## src/rtl/data_mem_responder.sv

```systemverilog
// Data-memory responder: accepts load/store requests, waits a programmable
// number of cycles, then returns registered read data and an error flag.
module data_mem_responder #(
    parameter int ADDR_W  = 8,
    parameter int DATA_W  = 32,
    parameter int DEPTH   = 64,
    parameter int LATENCY = 2
) (
    input  logic              clock,
    input  logic              reset,
    input  logic              req_valid,
    output logic              req_ready,
    input  logic              req_write,
    input  logic [ADDR_W-1:0] req_addr,
    input  logic [DATA_W-1:0] req_wdata,
    output logic              resp_valid,
    input  logic              resp_ready,
    output logic [DATA_W-1:0] resp_rdata,
    output logic              resp_err
);

    localparam int IDX_W  = ADDR_W - 2;
    localparam int MEM_AW = (DEPTH > 1) ? $clog2(DEPTH) : 1;

    typedef enum logic [1:0] {
        IDLE,
        WAIT,
        RESP
    } state_t;

    state_t            state_q, state_d;
    logic [3:0]        cnt_q, cnt_d;
    logic              wr_q, wr_d;
    logic [IDX_W-1:0]  idx_q, idx_d;
    logic [DATA_W-1:0] wdata_q, wdata_d;
    logic              err_q, err_d;
    logic              req_ready_q, req_ready_d;
    logic              resp_valid_q, resp_valid_d;
    logic [DATA_W-1:0] resp_rdata_q, resp_rdata_d;
    logic              resp_err_q, resp_err_d;
    logic              mem_we;

    logic [DATA_W-1:0] mem_q [DEPTH];

    logic              addr_misaligned;
    logic              addr_out_of_range;

    assign addr_misaligned   = |req_addr[1:0];
    assign addr_out_of_range = 32'(req_addr[ADDR_W-1:2]) >= 32'(DEPTH);

    // WAIT counts down from LATENCY to 0 and commits on the edge that sees 0,
    // so resp_valid rises LATENCY+1 edges after the accept (also for LATENCY=0).
    always_comb begin
        state_d      = state_q;
        cnt_d        = cnt_q;
        wr_d         = wr_q;
        idx_d        = idx_q;
        wdata_d      = wdata_q;
        err_d        = err_q;
        resp_valid_d = resp_valid_q;
        resp_rdata_d = resp_rdata_q;
        resp_err_d   = resp_err_q;
        mem_we       = 1'b0;

        case (state_q)
            IDLE: begin
                if (req_valid && req_ready_q) begin
                    wr_d    = req_write;
                    idx_d   = req_addr[ADDR_W-1:2];
                    wdata_d = req_wdata;
                    err_d   = addr_misaligned || addr_out_of_range;
                    cnt_d   = 4'(LATENCY);
                    state_d = WAIT;
                end
            end
            WAIT: begin
                if (cnt_q == 4'd0) begin
                    state_d      = RESP;
                    resp_valid_d = 1'b1;
                    resp_err_d   = err_q;
                    mem_we       = wr_q && !err_q;
                    resp_rdata_d = (!wr_q && !err_q) ? mem_q[MEM_AW'(idx_q)] : '0;
                end else begin
                    cnt_d = cnt_q - 4'd1;
                end
            end
            RESP: begin
                if (resp_ready) begin
                    state_d      = IDLE;
                    resp_valid_d = 1'b0;
                end
            end
            default: begin
                state_d = IDLE;
            end
        endcase

        req_ready_d = (state_d == IDLE);
    end

    always_ff @(posedge clock) begin
        if (reset) begin
            state_q      <= IDLE;
            cnt_q        <= '0;
            wr_q         <= 1'b0;
            idx_q        <= '0;
            wdata_q      <= '0;
            err_q        <= 1'b0;
            req_ready_q  <= 1'b0;
            resp_valid_q <= 1'b0;
            resp_rdata_q <= '0;
            resp_err_q   <= 1'b0;
        end else begin
            state_q      <= state_d;
            cnt_q        <= cnt_d;
            wr_q         <= wr_d;
            idx_q        <= idx_d;
            wdata_q      <= wdata_d;
            err_q        <= err_d;
            req_ready_q  <= req_ready_d;
            resp_valid_q <= resp_valid_d;
            resp_rdata_q <= resp_rdata_d;
            resp_err_q   <= resp_err_d;
        end
    end

    always_ff @(posedge clock) begin
        if (reset) begin
            for (int unsigned i = 0; i < DEPTH; i++) begin
                mem_q[MEM_AW'(i)] <= '0;
            end
        end else if (mem_we) begin
            mem_q[MEM_AW'(idx_q)] <= wdata_q;
        end
    end

    assign req_ready  = req_ready_q;
    assign resp_valid = resp_valid_q;
    assign resp_rdata = resp_rdata_q;
    assign resp_err   = resp_err_q;

endmodule

```

## config.mk

```make
export PLATFORM = sky130hd
export DESIGN_NAME = data_mem_responder
export DESIGN_NICKNAME = d
export VERILOG_FILES = /design/src/rtl/data_mem_responder.sv
export SDC_FILE = /design/constraint.sdc
export NUM_CORES = 2
export LEC_CHECK = 0
export ABC_AREA = 1
export CORE_UTILIZATION = 65
export DETAILED_ROUTE_END_ITERATION = 6
export DONT_BUFFER_PORTS = 1
export GPL_ROUTABILITY_DRIVEN = 0
export PLACE_DENSITY = 0.81
export SLEW_MARGIN = 20
export SYNTH_ARGS = -nofsm -noshare
export SYNTH_HDL_FRONTEND = slang
export SYNTH_SLANG_ARGS = --single-unit
```

## constraint.sdc

```tcl
create_clock -name clock -period 6.6 [get_ports clock]
set_input_delay 0.99 -clock clock [delete_from_list [all_inputs] [get_ports clock]]
set_output_delay 0.99 -clock clock [all_outputs]
set_load 0.01 [all_outputs]
```

==> impl_metrics.yaml <==
synthesis:
  synth_area_leaders: "edfxtp_1, nand3_1, nand2_1, nor2_2, nor2_1"
  synth_cell_types: 24
  ys_seq_area_share_pct: 64.5
  synth_enable_flop_cells: 2048
  async_flop_share_pct: 0
  netlist_area_um2: 98000
  ys.flop_type: "edfxtp_1"
  synthCells: 9601
  ys.warnings.count: 0
  synth.top_cell.area_share_pct: 62.7
  synth_area_per_cell_um2: 10.2
  yosys.area.top_type: "edfxtp_1"
  mappedNetlistNets: 9648
  synth_seq_cells: 2135
floorplanning:
  initial_utilization_pct: 65.5
  dieArea_um2: 152000
  rows: 142
  dieHeight_um: 390
  die_width_um: 390
  num_io_pins: 80
  core-area_um2: 150000
routing:
  drtIter0Drc: 14401
  antenna_left: 0
  first_pass_iters: 7
  post_drt_wl_per_cell_um: 26.9
  drc_errors: 100
  finalWirelength_um: 303000
  vias_per_cell: 6.46
  vias: 72665
clocking:
  insertion_delay_ns: 0.86
  cts_tree: "yes"
  cts_sinks: 2135
  cts_hold_buf: 0
  cts_buffer_depth: 3
  cts-resized-gates: 0
  post_cts_buffers: 0
  h-tree-depth: 4
  cts-root-buf: "clkbuf_16"
  numCtsBuffers: 207
  clk_pin_slew_worst_paths_ns: 0.06
sta:
  clock.fmax_ghz: 0.223
  hold_violations: 0
  drv_slew: 0
  setup_tns_ns: 0
  timing.final.crit_share_pct: 68.0
  tightest_slew_ns: 1.20
  max_slew_margin_pct: 20.1
  rsz0062_at_grt: "no"
  final.setup.worst_slack_ns: 2.11
  final.min_clock_period_ns: 4.49
  clock_skew_ns: 0.0489
  finalSetupViolCount: 0
cells_and_area:
  final_cell_mix: "nand2_1, edfxtp_1, nand3_1"
  nets: 9102
  mostFrequentLayoutCell: "nand2_1"
  drive_gt1_share_pct: 16.7
  fillers: 10232
  syn2layout_area_growth_pct: 6.20
  fin_area_um2: 104000
worst_setup_path:
  critical-path-max-stage-delay_ns: 0.80
  crit_type: "reg -> reg"
  critical_path_peak_fanout: 35
  end_kind: "register"
  cp_top_family: "simple AND/OR/NAND/NOR gates"
  cp-start-kind: "register"
  path_buf_inv: 4
  path_cells: "inv_1, ha_1, nand3_1, nor2_2, inv_2, nor2_4, inv_2, nor2_4, nand2_4, nor2_8, nand2_4, nand2_1, buf_4"
  crit_required_ns: 7.15
  crit_arrival_ns: 5.04
  cpMaxStageDelayCell: "nand2_1"
placement:
  hpwlAfterDp_um: 182000
  pre_cts_slack_ns: 2.03
  port_buffers: 0
  placed_area_um2: 97600
global_route:
  antenna_found_initial: 13
  grt.overflow.total: 0
  track_usage_pct: 39.2
  grt_pass1_wl_um: 430000
  grt_max_degree: 207
  grt_pass1_vias: 66613
power:
  leakage_uw: 0.0368
  cellPowerDensity_nw_per_um2: 304
  peakVddDrop_v: 0.000394
run:
  drv_cap: 0
min_path:
  hold_class: "in -> reg"
run_status:
  violations: "DRC"
  status: "complete, but fails checks"
## synth_stat cells, types with 6 or more instances
cell type and instances:
clkbuf_1 591, buf_2 96, buf_6 120, nor3_1 6, nand3_1 1944, inv_1 46, a21oi_1 73, buf_1 83
dfxtp_1 87, nand2_1 2304, nor2_2 959, nor2_1 1103, nor3_4 8, edfxtp_1 2048, inv_2 7, nor2_8 8
o21ai_0 42, nand2_4 66
## flip-flops by register name, summed over array words and instances, names as in the netlist, named ones only
signal      count
wr_q            1
mem_q        2048
resp_rdata     32
wdata_q        32
req_ready       1
cnt_q           4
idx_q           6
resp_err        1
resp_valid      1
state_q         2
err_q           1
## where the power goes
| group | switching [µW] | internal (µW) | leakage [µW] |
|---|---|---|---|
| combinational | 3670 | 823 | 0.0118 |
| clock | 5160 | 6440 | 0.00321 |
| sequential | 236 | 15300 | 0.0219 |
## area by class of cell
type / count / area [µm²] / share of cell area, %
clock inverters: 114 / 935 / 0.898
repair buffers: 135 / 1180 / 1.13
diodes: 5 / 12.5 / 0.0120
clock buffers: 270 / 5600 / 5.38
well taps: 2016 / 2520 / 2.42
multi-input cells: 6520 / 30300 / 29.1
flip-flops and latches: 2135 / 63300 / 60.8
inverters: 56 / 335 / 0.322
## final timing paths
path	startpoint	endpoint	slack, ns	cells past startpoint
setup / recovery	cnt_q[0]$_SDFFE_PP0P_	mem_q[25][7]$_SDFFCE_PN0P_	2.11	13
hold / removal	reset	resp_rdata[7]$_SDFFE_PP0P_	0.20	1
setup reg to reg	cnt_q[0]$_SDFFE_PP0P_	mem_q[25][7]$_SDFFCE_PN0P_	2.11	13
hold reg to reg	wdata_q[26]$_SDFFE_PP0P_	wdata_q[26]$_SDFFE_PP0P_	0.45	2
## cells by family after synthesis
family / after synthesis / synth area share, %
AND/OR/NAND/NOR: 6400 / 30.2
flip-flops: 2135 / 64.5
AO/OA/AOI/OAI: 118 / 0.607
buffers and inverters: 946 / 4.67
adder cells (fa/ha/maj): 2 / 0.0255
## per-stage QoR
| stage | power (µW) | utilization, % | std cells | hold WS [ns] |
|---|---|---|---|---|
| 2_1_floorplan | 18200 | - | 9601 | 0.462 |
| 3_3_place_gp | 19900 | 65.1 | 10862 | 0.431 |
| 3_5_place_dp | 20000 | 65.1 | 10862 | 0.439 |
| 4_1_cts | 31200 | 69.5 | 11246 | 0.172 |
| 5_1_grt | 32100 | 69.5 | 11246 | 0.198 |
| 6_report | 31600 | 69.5 | 11251 | 0.195 |
## metal layers
layer,global-route usage [%],part of all wire [%],vias up
li1,-,-,31216
met1,49.8,32,33993
met2,56.1,42,6161
met3,16.1,18,1279
met4,24.5,7.4,16
met5,0.447,0.11,-
No activity file was read; power rests on OpenSTA's default activity.
